File: src/rtl/mul_arbiter.sv
// mul_arbiter: round-robin arbiter that shares one multiplier among N_REQ
// requesters. Each operation runs IDLE -> ISSUE -> WAIT -> DELIVER, so the
// multiplier only ever has one operation in flight.
// Optional build macro: MUL_ARB_TIMEOUT_EN adds a WAIT watchdog. When it
// expires, the arbiter delivers y_out=0 and pulses err together with y_valid.
module mul_arbiter #(
  parameter int C_WIDTH        = 8,
  parameter int N_REQ          = 4,
  parameter int TIMEOUT_CYCLES = 64
) (
  input  logic                       ctl_clk,
  input  logic                       reset,
  input  logic [N_REQ-1:0]           req,
  input  logic [N_REQ*C_WIDTH-1:0]   a_in,
  input  logic [N_REQ*C_WIDTH-1:0]   b_in,
  output logic [N_REQ-1:0]           grant,
  output logic [C_WIDTH-1:0]         y_out,
  output logic [N_REQ-1:0]           y_valid,
  output logic                       err,
  output logic                       busy,
  output logic [C_WIDTH-1:0]         mul_a,
  output logic [C_WIDTH-1:0]         mul_b,
  output logic                       mul_trigger,
  input  logic                       mul_ready,
  input  logic                       mul_done,
  input  logic [C_WIDTH-1:0]         mul_y
);

  localparam int IW = (N_REQ > 1) ? $clog2(N_REQ) : 1;

  typedef enum logic [1:0] {IDLE, ISSUE, WAIT, DELIVER} state_t;

  state_t          state, state_nxt;
  logic [IW-1:0]   last_grant;
  logic [IW-1:0]   sel;
  logic [IW-1:0]   pick;
  logic            pick_vld;
  logic [N_REQ-1:0] sel_oh;
  logic            timeout;

  assign sel_oh = N_REQ'(1) << sel;

  // Round-robin search: first requester after last_grant, wrapping to 0.
  always_comb begin
    logic [IW-1:0] j;
    j        = '0;
    pick     = '0;
    pick_vld = 1'b0;
    for (int k = 1; k <= N_REQ; k++) begin
      j = IW'((int'(last_grant) + k) % N_REQ);
      if (!pick_vld && req[j]) begin
        pick_vld = 1'b1;
        pick     = j;
      end
    end
  end

  // State register.
  always_ff @(posedge ctl_clk) begin
    if (reset) state <= IDLE;
    else       state <= state_nxt;
  end

  // Next-state and per-state pulse outputs.
  always_comb begin
    state_nxt   = state;
    grant       = '0;
    y_valid     = '0;
    busy        = 1'b1;
    mul_trigger = 1'b0;
    case (state)
      IDLE: begin
        busy = 1'b0;
        if (pick_vld && mul_ready) state_nxt = ISSUE;
      end
      ISSUE: begin
        grant       = sel_oh;
        mul_trigger = 1'b1;
        state_nxt   = WAIT;
      end
      WAIT: begin
        if (mul_done || timeout) state_nxt = DELIVER;
      end
      DELIVER: begin
        y_valid   = sel_oh;
        state_nxt = IDLE;
      end
      default: state_nxt = IDLE;
    endcase
  end

  // Operand latch at acceptance, result capture in WAIT, priority update on delivery.
  always_ff @(posedge ctl_clk) begin
    if (reset) begin
      sel        <= '0;
      last_grant <= IW'(N_REQ - 1);
      mul_a      <= '0;
      mul_b      <= '0;
      y_out      <= '0;
    end else begin
      case (state)
        IDLE: begin
          if (pick_vld && mul_ready) begin
            sel   <= pick;
            mul_a <= a_in[int'(pick)*C_WIDTH +: C_WIDTH];
            mul_b <= b_in[int'(pick)*C_WIDTH +: C_WIDTH];
          end
        end
        WAIT: begin
          if (mul_done)     y_out <= mul_y;
          else if (timeout) y_out <= '0;
        end
        DELIVER: last_grant <= sel;
        default: ;
      endcase
    end
  end

`ifdef MUL_ARB_TIMEOUT_EN
  localparam int CW = $clog2(TIMEOUT_CYCLES + 1);

  logic [CW-1:0] wait_cnt;
  logic          to_flag;

  assign timeout = (state == WAIT) && !mul_done && (wait_cnt == CW'(TIMEOUT_CYCLES - 1));
  assign err     = (state == DELIVER) && to_flag;

  // WAIT watchdog; to_flag marks that the coming delivery is an abort.
  always_ff @(posedge ctl_clk) begin
    if (reset) begin
      wait_cnt <= '0;
      to_flag  <= 1'b0;
    end else begin
      if (state == WAIT) wait_cnt <= wait_cnt + 1'b1;
      else               wait_cnt <= '0;
      if (timeout)               to_flag <= 1'b1;
      else if (state == DELIVER) to_flag <= 1'b0;
    end
  end
`else
  assign timeout = 1'b0;
  assign err     = 1'b0;
`endif

endmodule

File: config.mk
export PLATFORM = sky130hd
export DESIGN_NAME = mul_arbiter
export DESIGN_NICKNAME = d
export VERILOG_FILES = /design/src/rtl/mul_arbiter.sv
export SDC_FILE = /design/constraint.sdc
export NUM_CORES = 1
export LEC_CHECK = 0
export ABC_AREA = 1
export CAP_MARGIN = 10
export CORE_MARGIN = 3
export CORE_UTILIZATION = 38
export CTS_CLUSTER_SIZE = 25
export DETAILED_ROUTE_END_ITERATION = 8
export GPL_TIMING_DRIVEN = 0
export PLACE_DENSITY = 0.83
export SLEW_MARGIN = 20
export SYNTH_ARGS = -nofsm -noshare
export SYNTH_HDL_FRONTEND = slang
export SYNTH_SLANG_ARGS = --single-unit
File: constraint.sdc
create_clock -name ctl_clk -period 1.84 [get_ports ctl_clk]
set_input_delay 0.552 -clock ctl_clk [delete_from_list [all_inputs] [get_ports ctl_clk]]
set_output_delay 0.552 -clock ctl_clk [all_outputs]
set_load 0.02 [all_outputs]
==> flow_metrics.py, run 1 <==
metrics = {
    "yosys": {
        "synth-edff-count": 0,
        "synth.largest_area_cell": "dfxtp_1",
        "avgSynthCellArea_um2": 6.29,
        "synth_area_um2": 2530,
        "synthArstFlopShare_pct": 0,
        "ys_types": 31,
        "synthTopCellsByArea": "dfxtp_1 (24%), inv_1 (14%), nand2_1 (12%), nand3_1 (8.5%), nand4_1 (7.9%)",
        "ys_seq_elements": 30,
        "synth_warnings": 0,
        "syn_nets": 487,
        "yosysSeqAreaShare_pct": 23.8,
        "syn_inst": 402,
        "post-synth-top-count-cell": "inv_1",
        "synth_commonest_cells": "inv_1 (93), nand2_1 (84), nand3_1 (43)",
        "yosysTopAreaCellShare_pct": 23.8,
        "synth_ff_type": "dfxtp_1",
    },
    "hold_path": {
        "hold_end": "y_out[0]",
        "hold_class": "reg2reg",
        "hold_start": "y_out[0]",
        "holdPathStages": 2,
    },
    "global_route": {
        "grt_pass1_vias": 3168,
        "grt.overflow.total": 0,
        "grt_max_degree": 11,
        "grtUsageTotal_pct": 23.3,
        "grt_pass1_wl_mm": 14.3,
        "antenna_found_initial": 0,
    },
    "place": {
        "dp_cells": 592,
        "io_buffer_count": 113,
        "dp_hpwl_mm": 6.40,
        "place_congestion": 0.826,
        "pre_cts_slack_ns": -0.667,
    },
    "sta": {
        "setup-violations-final": 16,
        "clock.fmax_ghz": 0.525,
        "worst_slew_pin_slew_ns": 0.525,
        "relSlewSlack_pct": 65.0,
        "fin_tns_setup_ns": -0.385,
        "maxSlewViolCount": 0,
        "skew_ns": 0.00630,
        "post-route-period-util_pct": 103,
        "hold_viol": 0,
        "rsz0062_at_grt": "yes",
        "final.min_clock_period_ns": 1.90,
        "layout_setup_ws_ns": -0.0636,
    },
    "floorplanning": {
        "design.core.area_um2": 6390,
        "dieArea_um2": 7670,
        "start_util_pct": 39.6,
        "rows": 29,
        "fp.dieW_um": 87.6,
        "die_h_um": 87.6,
        "io_pins": 115,
    },
    "run_status": {
        "status": "finished, violations left",
        "violations": "setup timing",
    },
    "drt": {
        "ant_nets": 0,
        "drt-pass1-iter-count": 4,
        "drtIter0Drc": 153,
        "drc": 0,
        "post_drt_wl_per_cell_um": 15.6,
        "via_per_inst": 5.15,
        "wl_mm": 9.59,
        "num_vias": 3160,
    },
    "clocking": {
        "cts-root-buf": "clkbuf_8",
        "cts.sinks": 30,
        "clk_pin_slew_ns": 0.07,
        "cts.path.max_buffers": 2,
        "cts_tree": "yes",
        "cts_made_buffers": 5,
        "h-tree-depth": 2,
        "clk_latency_ns": 0.28,
    },
    "cells_and_area": {
        "final_nets": 620,
        "antenna_cells": 0,
        "area_growth_pct": 72.5,
        "fill_cells": 513,
        "final_cells": 613,
        "drive_gt1_share_pct": 31.9,
    },
    "worst_setup_path": {
        "worst-r2r-cell-count": 15,
        "r2r_end": "mul_b[7]",
        "reg2reg_from": "last_grant[0]",
        "worst_ep_arrival_time_ns": 2.09,
        "crit_path_start_kind": "flip-flop",
        "critical_path_class": "reg2reg",
        "endpoint_kind": "flip-flop",
        "required_ns": 2.02,
        "crit_path_max_fanout": 8,
        "r2r_slack_ns": -0.06,
    },
    "power": {
        "vdd_ir_drop_max_mv": 0.791,
        "power.density_nw_per_um2": 1430,
        "p_leak_nw": 2.20,
        "total_power_mw": 6.26,
    },
    "run": {
        "max_cap_viol_count": 0,
    },
}
-- power by group --
part           switching (mW)  internal (mW)  total [mW]
clock network           0.283          0.301       0.583
registers               0.183          0.886        1.07
logic                    2.67           1.94        4.61
total                    3.13           3.13        6.26
-- layer usage --
| metal | share of wire (%) | track usage (%) | vias up |
|---|---|---|---|
| met4 | 2.5 | 7.67 | 0 |
| met2 | 52 | 43.3 | 156 |
| met1 | 35 | 24.3 | 1448 |
| met3 | 11 | 8.18 | 27 |
| met5 | 0 | 0 | - |
| li1 | - | - | 1529 |
-- how the worst max path moves through the flow --
stage / start / cells past startpoint / slack (ns) / end
after floorplan: state[1] / 4 / 0.03 / grant[0]
after global placement: req[0] / 13 / -0.59 / mul_a[2]
after detailed placement: req[1] / 13 / -0.67 / mul_a[2]
after CTS: last_grant[0] / 15 / -0.02 / mul_b[6]
after global routing: last_grant[0] / 15 / -0.19 / mul_a[5]
final: last_grant[0] / 15 / -0.06 / mul_b[7]
-- area by class of cell --
type / count / area, µm² / area share, %
Buffer: 21 / 196 / 4.50
Sequential cell: 30 / 616 / 14.1
Tap cell: 77 / 96.3 / 2.21
Timing Repair Buffer: 126 / 1210 / 27.8
Clock inverter: 2 / 12.5 / 0.287
Timing Repair inverter: 1 / 6.26 / 0.143
Inverter: 98 / 388 / 8.89
Clock buffer: 6 / 82.6 / 1.89
Multi-Input combinational cell: 252 / 1750 / 40.2
-- cell families after synthesis --
logic type      after synthesis  share of synthesized area, %
compound gates               36                          8.96
fa+ha+maj                     5                          2.47
buf+inv                     120                          20.9
flops                        30                          23.8
other cells                   1                         0.148
simple gates                210                          43.8
-- registers in the layout, indices dropped and copies added, names as in the netlist --
signal and count:
mul_b 8, y_out 8, state 2, sel 2
mul_a 8, last_grant 2
-- cells in the final DEF, fill, tap and decap left out, types with 3 or more instances in the layout --
cell,netlist,final
nand2_1,84,47
nand3_4,2,3
clkbuf_8,0,6
inv_4,1,3
buf_2,10,4
dfxtp_2,0,3
clkdlybuf4s50_1,0,96
a21oi_1,4,4
o21a_1,16,16
nor2_2,1,3
o21ai_1,3,3
dlymetal6s2s_1,0,3
nand3_2,10,44
clkbuf_1,3,3
dlygate4sd2_1,0,3
o21ai_0,10,9
buf_6,3,9
nand2_2,8,40
nor3_2,0,4
inv_2,3,5
nand2_4,2,7
dfxtp_4,0,3
buf_4,5,24
ha_1,5,3
nor2_1,20,18
inv_1,93,89
nand4_1,32,32
nand3_1,43,8
dfxtp_1,30,24
-- worst max-delay path: stages (launching register included) --
cell and delay [ns]:
dfxtp_2 0.34, buf_6 0.15, inv_8 0.05, nand2_2 0.06, nand2_2 0.07, nand2_2 0.11, nand2_4 0.08, nor2_8 0.11
nand3_4 0.15, nand3_4 0.20, buf_6 0.17, nand2_2 0.06, nand3_2 0.08, nand3_2 0.07, nand2_1 0.07, inv_1 0.03
-- through the flow --
step / utilization, % / hold slack [ns] / instance area, µm²
2_1_floorplan: - / 0.513 / 2530
3_3_place_gp: 58.8 / 0.461 / 3760
3_5_place_dp: 58.8 / 0.478 / 3760
4_1_cts: 65.7 / 0.489 / 4200
5_1_grt: 68.3 / 0.509 / 4360
6_report: 68.3 / 0.487 / 4360
-- what timing repair did --
action                     in CTS  in global routing
hold buffers                    0                  0
resized for setup             140                 50
setup buffers                   7                  2
pin swaps                      43                 36
cloned                          5                  0
hold endpoints to repair        0                  0
setup endpoints to repair      30                 31
No activity file was read; power rests on OpenSTA's default activity.
==> run 2, diff against run 1 <==
- ABC_AREA: 1 -> 0
- CORE_UTILIZATION: 38 -> 34
- SLEW_MARGIN: 20 -> unset
- TNS_END_PERCENT: unset -> 1
==> flow_metrics.py, run 2 <==
metrics = {
    "run_status": {
        "status": "finished, violations left",
        "violations": "setup timing",
    },
    "cells_and_area": {
        "mostFrequentLayoutCells": "clkdlybuf4s50_1 (94), nand3_1 (37), dfxtp_1 (26)",
        "final_common_cell": "clkdlybuf4s50_1",
        "final_nets": 423,
        "reg_top3": "mul_a x8, mul_b x8, y_out x8",
        "antenna_cells": 0,
        "drive_gt1_share_pct": 25.7,
        "area_growth_pct": 81.2,
        "final_cells": 409,
    },
    "clocking": {
        "hold_buffers": 0,
        "cts_made_buffers": 5,
        "cts-root-buf": "clkbuf_8",
        "cts.path.max_buffers": 2,
        "h-tree-depth": 2,
        "clk_pin_slew_ns": 0.07,
        "cts_tree": "yes",
        "clk_latency_ns": 0.28,
        "cts.sinks": 30,
    },
    "drt": {
        "drt-pass1-iter-count": 4,
        "wl_met2_mm": 3.34,
        "ant_nets": 0,
        "drtIter0Drc": 69,
        "post_drt_wl_per_cell_um": 16.5,
        "num_vias": 2133,
        "wl_mm": 6.75,
        "wl_met1_mm": 2.68,
        "via_per_inst": 5.22,
        "drc": 0,
        "top_layer_used": "met4",
        "wl_met3_um": 655,
    },
    "yosys": {
        "synthArstFlopShare_pct": 0,
        "yosysTopAreaCellShare_pct": 30.9,
        "ys_seq_elements": 30,
        "synth_warnings": 0,
        "ys_types": 35,
        "synth_area_um2": 1940,
        "synth_ff_type": "dfxtp_1",
        "synth.largest_area_cell": "dfxtp_1",
        "yosysSeqAreaShare_pct": 30.9,
        "synth-edff-count": 0,
        "syn_inst": 212,
        "post-synth-top-count-cell": "nand3_1",
        "syn_nets": 297,
        "synth_commonest_cells": "nand3_1 (38), dfxtp_1 (30), mux2i_1 (19)",
        "synthTopCellsByArea": "dfxtp_1 (31%), mux2i_1 (9.8%), nand3_1 (9.8%), mux2_4 (9.3%), a221o_1 (7.7%)",
        "avgSynthCellArea_um2": 9.16,
    },
    "hold_path": {
        "hold_class": "reg2reg",
    },
    "sta": {
        "fin_tns_setup_ns": -0.948,
        "layout_setup_ws_ns": -0.0887,
        "hold_viol": 0,
        "rsz0062_at_grt": "yes",
        "maxSlewViolCount": 0,
        "post-route-period-util_pct": 105,
        "hold_ws_ns": 0.455,
        "relSlewSlack_pct": 62.4,
        "clock.fmax_ghz": 0.518,
        "worst_slew_pin_slew_ns": 0.564,
        "setup-violations-final": 15,
        "final.min_clock_period_ns": 1.93,
        "skew_ns": 0.00256,
    },
    "power": {
        "cell_internal_pwr_mw": 2.18,
        "pwr-share-comb_pct": 53.8,
        "p_leak_nw": 1.43,
        "clkPwrFrac_pct": 19.5,
        "p_seq_share_pct": 26.7,
        "swShare_pct": 37.1,
        "power.density_nw_per_um2": 984,
        "vdd_ir_drop_max_mv": 0.988,
        "p_sw_mw": 1.29,
    },
    "worst_setup_path": {
        "endpoint_kind": "flip-flop",
        "crit_path_max_fanout": 10,
        "crit_chain": "buf_6, mux2i_1, o22ai_2, o21bai_4, buf_12, buf_8, mux2_4, a221o_1",
        "max_stage_delay_ns": 0.32,
        "critPathTopFamily": "compound AO/OA/AOI/OAI gates",
        "worst_ep_arrival_time_ns": 2.10,
        "cp_slowest_cell": "dfxtp_2",
        "required_ns": 2.01,
        "critical_path_class": "reg2reg",
        "crit_path_start_kind": "flip-flop",
        "crit_buf_inv": 3,
    },
    "floorplanning": {
        "io_pins": 115,
        "rows": 26,
        "start_util_pct": 36.6,
        "die_h_um": 81.6,
        "dieArea_um2": 6650,
        "fp.dieW_um": 81.6,
        "design.core.area_um2": 5300,
    },
    "run": {
        "max_cap_viol_count": 0,
    },
    "global_route": {
        "grt.overflow.total": 0,
        "antenna_found_initial": 0,
        "grtUsageTotal_pct": 19.8,
        "grt_pass1_vias": 2212,
        "grt_pass1_wl_mm": 10.2,
        "grt_max_degree": 12,
    },
    "place": {
        "io_buffer_count": 111,
        "place_congestion": 0.802,
        "dp_cells": 393,
        "dp_hpwl_mm": 4.94,
    },
}
## run 2: cell count changes in the layout (fill, tap and decap cells not counted), moves of 29 or more
cell,change
nand3_2,-43
nand4_1,-32
nand2_1,-32
nand3_1,+29
inv_1,-88
nand2_2,-39
## run 2: worst min-delay path, cell delays in order (launching register included)
cell and delay [ns]:
dfxtp_1 0.31, nand2_1 0.05, a21oi_1 0.05
## run 2: worst paths after layout
path,start,endpoint,slack [ns],cells after the start
setup / recovery,last_grant[1],mul_a[6],-0.09,8
hold / removal,y_out[0],y_out[0],0.45,2
setup reg to reg,last_grant[1],mul_a[6],-0.09,8
hold reg to reg,y_out[0],y_out[0],0.45,2
## run 2: area by class of cell
class,instances,area (µm²)
Inverter,5,18.8
Tap cell,70,87.6
Timing Repair Buffer,120,1200
Multi-Input combinational cell,158,1330
Fill cell,428,1780
Sequential cell,30,611
Clock inverter,3,45.0
Clock buffer,5,68.8
Buffer,18,166
## run 2: power groups by stage
stage	registers [mW]	clock network [mW]	logic (mW)
after floorplan	1.01	0	0.866
after global placement	0.887	0	1.60
after detailed placement	0.894	0	1.64
after CTS	0.894	0.696	1.78
after global routing	0.941	0.717	1.99
final	0.923	0.676	1.86
## run 2: logic make-up (layout without fill, tap and decap cells)
kind of cell	count (synthesis)	after routing	synth area share, %
simple gates	81	81	21.1
compound gates	37	37	15.7
mux	34	34	20.8
flops	30	30	30.9
buf+inv	24	151	8.05
fa+ha+maj	5	5	3.22
other cells	1	1	0.193
## run 2: stage by stage
| step | area [µm²] | setup WS, ns | util, % | total power [mW] |
|---|---|---|---|---|
| floorplan | 1980 | -0.0570 | - | 1.87 |
| global placement | 3180 | -0.872 | 60.0 | 2.49 |
| detailed placement | 3180 | -0.951 | 60.0 | 2.53 |
| CTS | 3450 | -0.0937 | 65.1 | 3.37 |
| global route | 3520 | -0.142 | 66.4 | 3.65 |
| finish | 3520 | -0.0887 | 66.4 | 3.46 |
## run 2: metal layers
layer  vias up  global-route usage [%]
met5         -                       0
met4         0                    3.49
met3         7                    5.81
met2       100                    36.6
met1       997                    22.7
li1       1029                       -
## run 2: what timing repair did
| item | 4_1_cts | 5_1_grt |
|---|---|---|
| pin swaps | 5 | 1 |
| buffers inserted | 6 | 1 |
| setup endpoints to repair | 29 | 29 |
| cloned | 3 | 0 |
| resized for setup | 80 | 26 |
